### config.mk
export PLATFORM = sky130hd
export DESIGN_NAME = topk_selector_flat
export DESIGN_NICKNAME = d
export VERILOG_FILES = /design/src/rtl/topk_selector_pkg.sv /design/src/rtl/topk_selector_if.sv /design/src/rtl/topk_selector_cell.sv /design/src/rtl/topk_selector.sv /design/src/flat_wrapper.sv
export SDC_FILE = /design/constraint.sdc
export NUM_CORES = 2
export LEC_CHECK = 0
export BUFFER_PORTS_ARGS = -buffer_cell sky130_fd_sc_hd__buf_2
export CAP_MARGIN = 15
export CORE_MARGIN = 4
export CORE_UTILIZATION = 54
export DETAILED_ROUTE_END_ITERATION = 6
export PLACE_DENSITY = 0.75
export SLEW_MARGIN = 20
export SYNTH_ARGS = -nofsm -noshare
export SYNTH_HDL_FRONTEND = slang
export SYNTH_HIERARCHICAL = 1
export SYNTH_SLANG_ARGS = --single-unit
export TNS_END_PERCENT = 1
### constraint.sdc
create_clock -name clk -period 12.51 [get_ports clk]
set_clock_uncertainty 0.05 [all_clocks]
set_input_delay 0 -clock clk [delete_from_list [all_inputs] [get_ports clk]]
set_output_delay 0 -clock clk [all_outputs]
set_load 0.03 [all_outputs]
### src/rtl/topk_selector_pkg.sv
// Shared types for the vector-DPU result path: score/id widths, top-K list entry and selector state.
package vdpu_pkg;

   localparam int DEFAULT_ID_WIDTH = 20;
   localparam int DEFAULT_SCORE_W  = 32;

   typedef logic signed [DEFAULT_SCORE_W-1:0] score_t;
   typedef logic [DEFAULT_ID_WIDTH-1:0]       vec_id_t;

   typedef struct packed {
      logic    valid;
      score_t  score;
      vec_id_t id;
   } topk_entry_t;

   typedef enum logic {
      COLLECT = 1'b0,
      DRAIN   = 1'b1
   } topk_state_e;

endpackage

### src/rtl/topk_selector_if.sv
// Score stream in from tensor_core and ready/valid result stream out to the host FIFO.
interface topk_selector_if
   import vdpu_pkg::*;
#(
   parameter int ID_WIDTH = DEFAULT_ID_WIDTH,
   parameter int SCORE_W  = DEFAULT_SCORE_W
) ();

   logic                      valid_in;
   logic signed [SCORE_W-1:0] score_in;
   logic [ID_WIDTH-1:0]       id_in;
   logic                      last_in;
   logic                      in_ready;
   logic                      res_valid;
   logic                      res_ready;
   logic signed [SCORE_W-1:0] res_score;
   logic [ID_WIDTH-1:0]       res_id;
   logic                      res_last;
   logic                      drop_err;

   // Host/upstream side
   modport master (
      output valid_in, score_in, id_in, last_in, res_ready,
      input  in_ready, res_valid, res_score, res_id, res_last, drop_err
   );

   // Selector side
   modport slave (
      input  valid_in, score_in, id_in, last_in, res_ready,
      output in_ready, res_valid, res_score, res_id, res_last, drop_err
   );

endinterface

### src/rtl/topk_selector_cell.sv
// One slot of the sorted top-K list: decides whether to keep, take the new entry,
// take the upper neighbour (pushed down by an insert) or the lower one (drain shift).
module topk_cell
   import vdpu_pkg::*;
#(
   parameter type entry_t = topk_entry_t
) (
   input  entry_t i_own,
   input  entry_t i_upper,
   input  entry_t i_lower,
   input  entry_t i_new,
   input  logic   i_upperIns,
   input  logic   i_doInsert,
   input  logic   i_doShift,
   output entry_t o_next,
   output logic   o_ins
);

   logic w_ins;

   // Strict compare so an equal score never displaces an earlier arrival
   assign w_ins = i_upperIns || !i_own.valid || (i_own.score < i_new.score);
   assign o_ins = w_ins;

   always_comb begin
      o_next = i_own;
      if (i_doShift) begin
         o_next = i_lower;
      end else if (i_doInsert) begin
         if (i_upperIns) begin
            o_next = i_upper;
         end else if (w_ins) begin
            o_next = i_new;
         end
      end
   end

endmodule

### src/rtl/topk_selector.sv
// Streaming top-K selector: insertion-sorts (score, id) beats per query, then drains
// them highest-first over a ready/valid result port.
module topk_selector
   import vdpu_pkg::*;
#(
   parameter int ID_WIDTH = DEFAULT_ID_WIDTH,
   parameter int SCORE_W  = DEFAULT_SCORE_W,
   parameter int K        = 8
) (
   input logic            clk,
   input logic            nrst,
   topk_selector_if.slave bus
);

   typedef struct packed {
      logic                      valid;
      logic signed [SCORE_W-1:0] score;
      logic [ID_WIDTH-1:0]       id;
   } entry_t;

   localparam entry_t EMPTY = '0;

   topk_state_e               r_state;
   entry_t                    r_slot     [K];
   logic                      r_inReady;
   logic                      r_resValid;
   logic                      r_resLast;
   logic                      r_dropErr;
   logic signed [SCORE_W-1:0] r_resScore;
   logic [ID_WIDTH-1:0]       r_resId;

   entry_t                    w_slotExt  [K+2];
   entry_t                    w_next     [K+1];
   logic                      w_insExt   [K+1];
   entry_t                    w_new;
   logic                      w_doInsert;
   logic                      w_doShift;

   assign w_new      = '{valid: 1'b1, score: bus.score_in, id: bus.id_in};
   assign w_doInsert = (r_state == COLLECT) && bus.valid_in;
   assign w_doShift  = (r_state == DRAIN) && r_resValid && bus.res_ready;

   // Empty sentinels at both ends so every cell sees an upper and a lower neighbour
   assign w_slotExt[0]   = EMPTY;
   assign w_slotExt[K+1] = EMPTY;
   assign w_insExt[0]    = 1'b0;
   assign w_next[K]      = EMPTY;

   for (genvar i = 0; i < K; i++) begin : g_cell
      assign w_slotExt[i+1] = r_slot[i];

      topk_cell #(
         .entry_t (entry_t)
      ) u_cell (
         .i_own      (w_slotExt[i+1]),
         .i_upper    (w_slotExt[i]),
         .i_lower    (w_slotExt[i+2]),
         .i_new      (w_new),
         .i_upperIns (w_insExt[i]),
         .i_doInsert (w_doInsert),
         .i_doShift  (w_doShift),
         .o_next     (w_next[i]),
         .o_ins      (w_insExt[i+1])
      );
   end

   always_ff @(posedge clk or negedge nrst) begin
      if (!nrst) begin
         r_state    <= COLLECT;
         for (int i = 0; i < K; i++) begin
            r_slot[i] <= EMPTY;
         end
         r_inReady  <= 1'b1;
         r_resValid <= 1'b0;
         r_resLast  <= 1'b0;
         r_dropErr  <= 1'b0;
         r_resScore <= '0;
         r_resId    <= '0;
      end else begin
         for (int i = 0; i < K; i++) begin
            r_slot[i] <= w_next[i];
         end
         r_dropErr <= bus.valid_in && (r_state != COLLECT);

         case (r_state)
            COLLECT: begin
               if (bus.valid_in && bus.last_in) begin
                  r_state   <= DRAIN;
                  r_inReady <= 1'b0;
               end
            end
            DRAIN: begin
               // Present the head of the list; after a shift the head is the next entry
               if (!r_resValid || bus.res_ready) begin
                  if (r_resValid && r_resLast) begin
                     r_state    <= COLLECT;
                     r_inReady  <= 1'b1;
                     r_resValid <= 1'b0;
                     r_resLast  <= 1'b0;
                  end else begin
                     r_resValid <= 1'b1;
                     r_resScore <= w_next[0].score;
                     r_resId    <= w_next[0].id;
                     r_resLast  <= !w_next[1].valid;
                  end
               end
            end
            default: begin
               r_state <= COLLECT;
            end
         endcase
      end
   end

   assign bus.in_ready  = r_inReady;
   assign bus.res_valid = r_resValid;
   assign bus.res_score = r_resScore;
   assign bus.res_id    = r_resId;
   assign bus.res_last  = r_resLast;
   assign bus.drop_err  = r_dropErr;

endmodule

### src/flat_wrapper.sv
// flat-port wrapper written by rule: the top's interface ports become plain ports
module topk_selector_flat import vdpu_pkg::*;
#(
   parameter int ID_WIDTH = DEFAULT_ID_WIDTH,
   parameter int SCORE_W  = DEFAULT_SCORE_W,
   parameter int K        = 8
)
  (clk, nrst, bus_valid_in, bus_score_in, bus_id_in, bus_last_in, bus_res_ready, bus_in_ready, bus_res_valid, bus_res_score, bus_res_id, bus_res_last, bus_drop_err);
  topk_selector_if #(.ID_WIDTH(ID_WIDTH), .SCORE_W(SCORE_W)) bus_i ();
  input logic clk;
  input logic nrst;
  input wire logic [$bits(bus_i.valid_in)-1:0] bus_valid_in;
  input wire logic [$bits(bus_i.score_in)-1:0] bus_score_in;
  input wire logic [$bits(bus_i.id_in)-1:0] bus_id_in;
  input wire logic [$bits(bus_i.last_in)-1:0] bus_last_in;
  input wire logic [$bits(bus_i.res_ready)-1:0] bus_res_ready;
  output wire logic [$bits(bus_i.in_ready)-1:0] bus_in_ready;
  output wire logic [$bits(bus_i.res_valid)-1:0] bus_res_valid;
  output wire logic [$bits(bus_i.res_score)-1:0] bus_res_score;
  output wire logic [$bits(bus_i.res_id)-1:0] bus_res_id;
  output wire logic [$bits(bus_i.res_last)-1:0] bus_res_last;
  output wire logic [$bits(bus_i.drop_err)-1:0] bus_drop_err;
  assign bus_i.valid_in = bus_valid_in;
  assign bus_i.score_in = bus_score_in;
  assign bus_i.id_in = bus_id_in;
  assign bus_i.last_in = bus_last_in;
  assign bus_i.res_ready = bus_res_ready;
  assign bus_in_ready = bus_i.in_ready;
  assign bus_res_valid = bus_i.res_valid;
  assign bus_res_score = bus_i.res_score;
  assign bus_res_id = bus_i.res_id;
  assign bus_res_last = bus_i.res_last;
  assign bus_drop_err = bus_i.drop_err;
  topk_selector #(.ID_WIDTH(ID_WIDTH), .SCORE_W(SCORE_W), .K(K)) u_core (.clk(clk), .nrst(nrst), .bus(bus_i));
endmodule
* After elaboration in Yosys (flattened, before gate mapping)
Index checks and enable logic that the tools add are counted.
W data, S select, Z words.
** Word-level totals
- Flip-flop bits (word level) :: 481
- Output and inout bits :: 56
- Logic and storage cells :: 136
** Operators by class
- $lt $le $gt $ge :: 8
- Eq/ne operators :: 3
- Multiplexer cells :: 40
- Bitwise logic cells :: 2
- Reductions and logical operators :: 52
** Operators with widths (count)
- $mux W53 :: 31
- $lt A32 B32 Y1 :: 8
- $reduce_bool A3 Y1 :: 7
- $reduce_and A2 Y1 :: 9
- $logic_or A1 B1 Y1 :: 16
- $logic_not A1 Y1 :: 10
- $mux W1 :: 7
- $logic_and A1 B1 Y1 :: 6
- $ne A2 B2 Y1 const B :: 3
- $reduce_and A3 Y1 :: 2
- $pmux W1 S2 :: 2
- $reduce_bool A2 Y1 :: 2
- $not A1 Y1 :: 2

* Longest topological paths before layout
- Depth after elaboration :: 20
- Mapped depth :: 43

* Hierarchy
Netlist, hierarchy kept.
** Modules (own cells, without submodules)
- topk_cell (u_core.g_cell[0].u_cell ...) :: instances 5, cells each 521, area an instance 3126.7 sq um
- topk_selector :: instances 1, cells each 558, area an instance 12798.5 sq um
- topk_cell (u_core.g_cell[5].u_cell ...) :: instances 3, cells each 526, area an instance 3124.2 sq um

* Worst setup path after synthesis
OpenSTA, ideal clock, no wires.
- Path kind :: reg-to-reg
- From :: reg u_core/r_slot[392] (netlist bit)
- To :: reg u_core/r_slot[44] (netlist bit)
- Library setup time :: 0.079 ns
- Arrival time :: 8.220 ns
- Setup slack :: 4.160 ns
- Cell stages (with the launch flop) :: 36
- Period minus slack after synthesis :: 8.350 ns
- Cells stage by stage :: dfrtp_1 -> ha_1 -> a2111o_1 -> a311o_1 -> o2bb2ai_1 -> or4_4 -> and2_1 -> buf_6 -> buf_6 -> nand2b_1 -> or4_4 -> and2_1 -> buf_6 -> buf_6 -> nand2b_1 -> or4_4 -> and2_1 -> buf_6 -> buf_6 -> nand2b_1 -> or4_4 -> and2_1 -> buf_6 -> buf_6 -> nand2b_1 -> or4_4 -> and2_1 -> buf_6 -> buf_6 -> or2_2 -> or2_2 -> nor3b_1 -> buf_2 -> clkbuf_1 -> a21oi_1 -> mux2i_1
** RTL lines
- start: declaration :: RTL line topk_selector.sv:24 : entry_t r_slot [K];
- start signal: indexed assignment :: RTL line topk_selector.sv:81 : r_slot[i] <= w_next[i];

==> flow_summary_export.csv <==
group,metric,value,unit
clock_tree,cts.clk_slew.worst_paths,0.07,ns
clock_tree,post_cts_buffers,0,
sta,slew_viol_final,52,
flow_run,max_cap_viol_count,0,
setup_path,worstSetupEndpointType,"flop",
sta,maxSlewHeadroom,-38.8,%
die,core_area,68900,sq um
clock_tree,cts_root_buf,"clkbuf_16",
setup_path,crit_fanout,104,
setup_path,crit_start,"u_core/r_slot[414]$_DFF_PN0_",
place,hpwl,74600,um
die,die_w,273,um
route,vias,36543,
sta,max_freq,0.102,GHz
route,postRouteAntennaNets,0,
setup_path,cp_slowest_cell,"buf_4",
synthesis,synth.avg_cell_area,7.97,sq um
setup_path,start_kind,"flop",
sta,period_share,78.0,%
sta,setup_viol,0,
global_route,antenna_found_initial,0,
min_path,holdCritPathClass,"input pin to async pin",
place,globalplace.congestion,0.866,
die,io_pins,113,
setup_path,crit_type,"flop to flop",
sta,tns,0,ns
power,power.leakage,18.6,nW
place,io_buffers,112,
layout,antennaDiodeCount,0,
sta,finalHoldViolCount,0,
layout,drive_above_1_share,9.87,%
layout,fill_cells,6260,
global_route,overflow,0,
clock_tree,cts_tree,"yes",
power,vdd_drop_max,0.157,mV
die,dieArea,74300,sq um
synthesis,syn_inst,4740,
global_route,grt.total_usage,29.1,%
clock_tree,h-tree-depth,2,
synthesis,yosysWarnings,6,
layout,fin_cells,5742,
clock_tree,clk_path_buf_depth,3,
clock_tree,ctsHoldBuffers,59,
run_status,status,"complete, but fails checks",
synthesis,synth_area,37800,sq um
setup_path,r2r-end,"u_core/r_slot[2]$_DFF_PN0_",
route,first_pass_iters,7,
sta,fin_crit,9.76,ns
global_route,grt_pass1_vias,35319,
global_route,use_met1,36.6,%
sta,rsz0062_at_grt,"false",
route,first_iter_violations,3550,
global_route,grt_use_met3,3.18,%
die,start_util,54.8,%
layout,layout_commonest_cell,"nand2_1",
power,p_per_area,251,nW/um^2
sta,worst_pin_slew,2.08,ns
setup_path,worst-endpoint-required,12.98,ns
setup_path,cp_slowest_stage_delay,0.87,ns
clock_tree,insertion_delay,0.64,ns
clock_tree,cts_sinks,481,
global_route,grt_max_degree,257,
place,dp_cells,5589,
setup_path,ff2ff_path_depth,28,
setup_path,rr_startpoint,"u_core/r_slot[414]$_DFF_PN0_",
die,die_y,273,um
global_route,use_met2,51.1,%
route,viasPerCell,6.36,
setup_path,r2r_slack,2.75,ns
setup_path,worstPathArrival,10.23,ns
layout,nNetsFinal,5078,
route,wirelength,113000,um
die,num_rows,96,
layout,area_growth,9.33,%
setup_path,crit_path_end,"u_core/r_slot[2]$_DFF_PN0_",
route,wire_per_inst,19.7,um
layout,layout_common_cells,"nand2_1, a21oi_1, dfrtp_1",
global_route,grt_pass1_wl,182000,um
global_route,grt-busiest-layer,"met2",
run_status,violations,"slew limit",
clock_tree,cts_buffers,54,
clock_tree,cts_resized,0,
route,drc_errors,0,
where the power goes:
part	internal, mW	total, mW	switching (mW)
registers	2.24	3.05	0.812
clock network	1.03	1.74	0.705
logic	2.35	5.58	3.23
how the worst min path moves through the flow:
stage          from                             endpoint  cells after the start
6_report       nrst         u_core/r_slot[400]$_DFF_PN0_                      3
5_1_grt        nrst         u_core/r_slot[400]$_DFF_PN0_                      3
4_1_cts        nrst         u_core/r_slot[400]$_DFF_PN0_                      3
2_1_floorplan  nrst        u_core/bus.drop_err$_DFF_PN0_                      0
3_3_place_gp   nrst         u_core/r_slot[400]$_DFF_PN0_                      1
3_5_place_dp   nrst  u_core/bus.res_score[8]$_DFFE_PN0P_                      1
registers in the layout (all words and copies together), names as in the netlist:
signal	cells
u_core/r_slot	424
u_core/bus.res_score	32
u_core/bus.res_id	20
u_core/bus.drop_err	1
u_core/bus.in_ready	1
u_core/bus.res_last	1
u_core/bus.res_valid	1
u_core/r_state	1
layer usage:
metal / wire length [um] / share of wire (%)
met5: 0 / 0
met4: 4570 / 4.0
met3: 5440 / 4.8
met2: 56300 / 50
met1: 46500 / 41
through the flow:
step	util [%]	cell area, sq um	total power [mW]	setup WS, ns	hold WS, ns
after floorplan	-	38200	7.26	4.17	-0.346
after global placement	56.3	38800	8.29	3.12	-0.00118
after detailed placement	56.3	38800	8.51	2.99	-0.000501
after CTS	59.9	41300	10.3	2.96	0.0307
after global routing	59.9	41300	11.2	2.29	0.0618
final	59.9	41300	10.4	2.75	0.0229
final cells by class:
class / instances / area (sq um) / area share (%)
clock buffer: 74 / 1570 / 3.79
clock inverter: 20 / 324 / 0.784
inverter: 261 / 980 / 2.37
multi-input combinational: 3747 / 23600 / 57.1
sequential: 481 / 12000 / 29.1
tap: 931 / 1160 / 2.82
timing repair buffer: 228 / 1670 / 4.05
critical path: cells and delay by family, from the launching register on:
kind / cells / cell delay, ns
and+or+nand+nor: 17 / 5.82
buffers and inverters: 4 / 1.62
AOI/OAI and AO/OA: 5 / 1.09
DFF: 1 / 0.42
adders and majority gates: 1 / 0.36
muxes: 1 / 0.22
No activity file was read; power rests on OpenSTA's default activity.
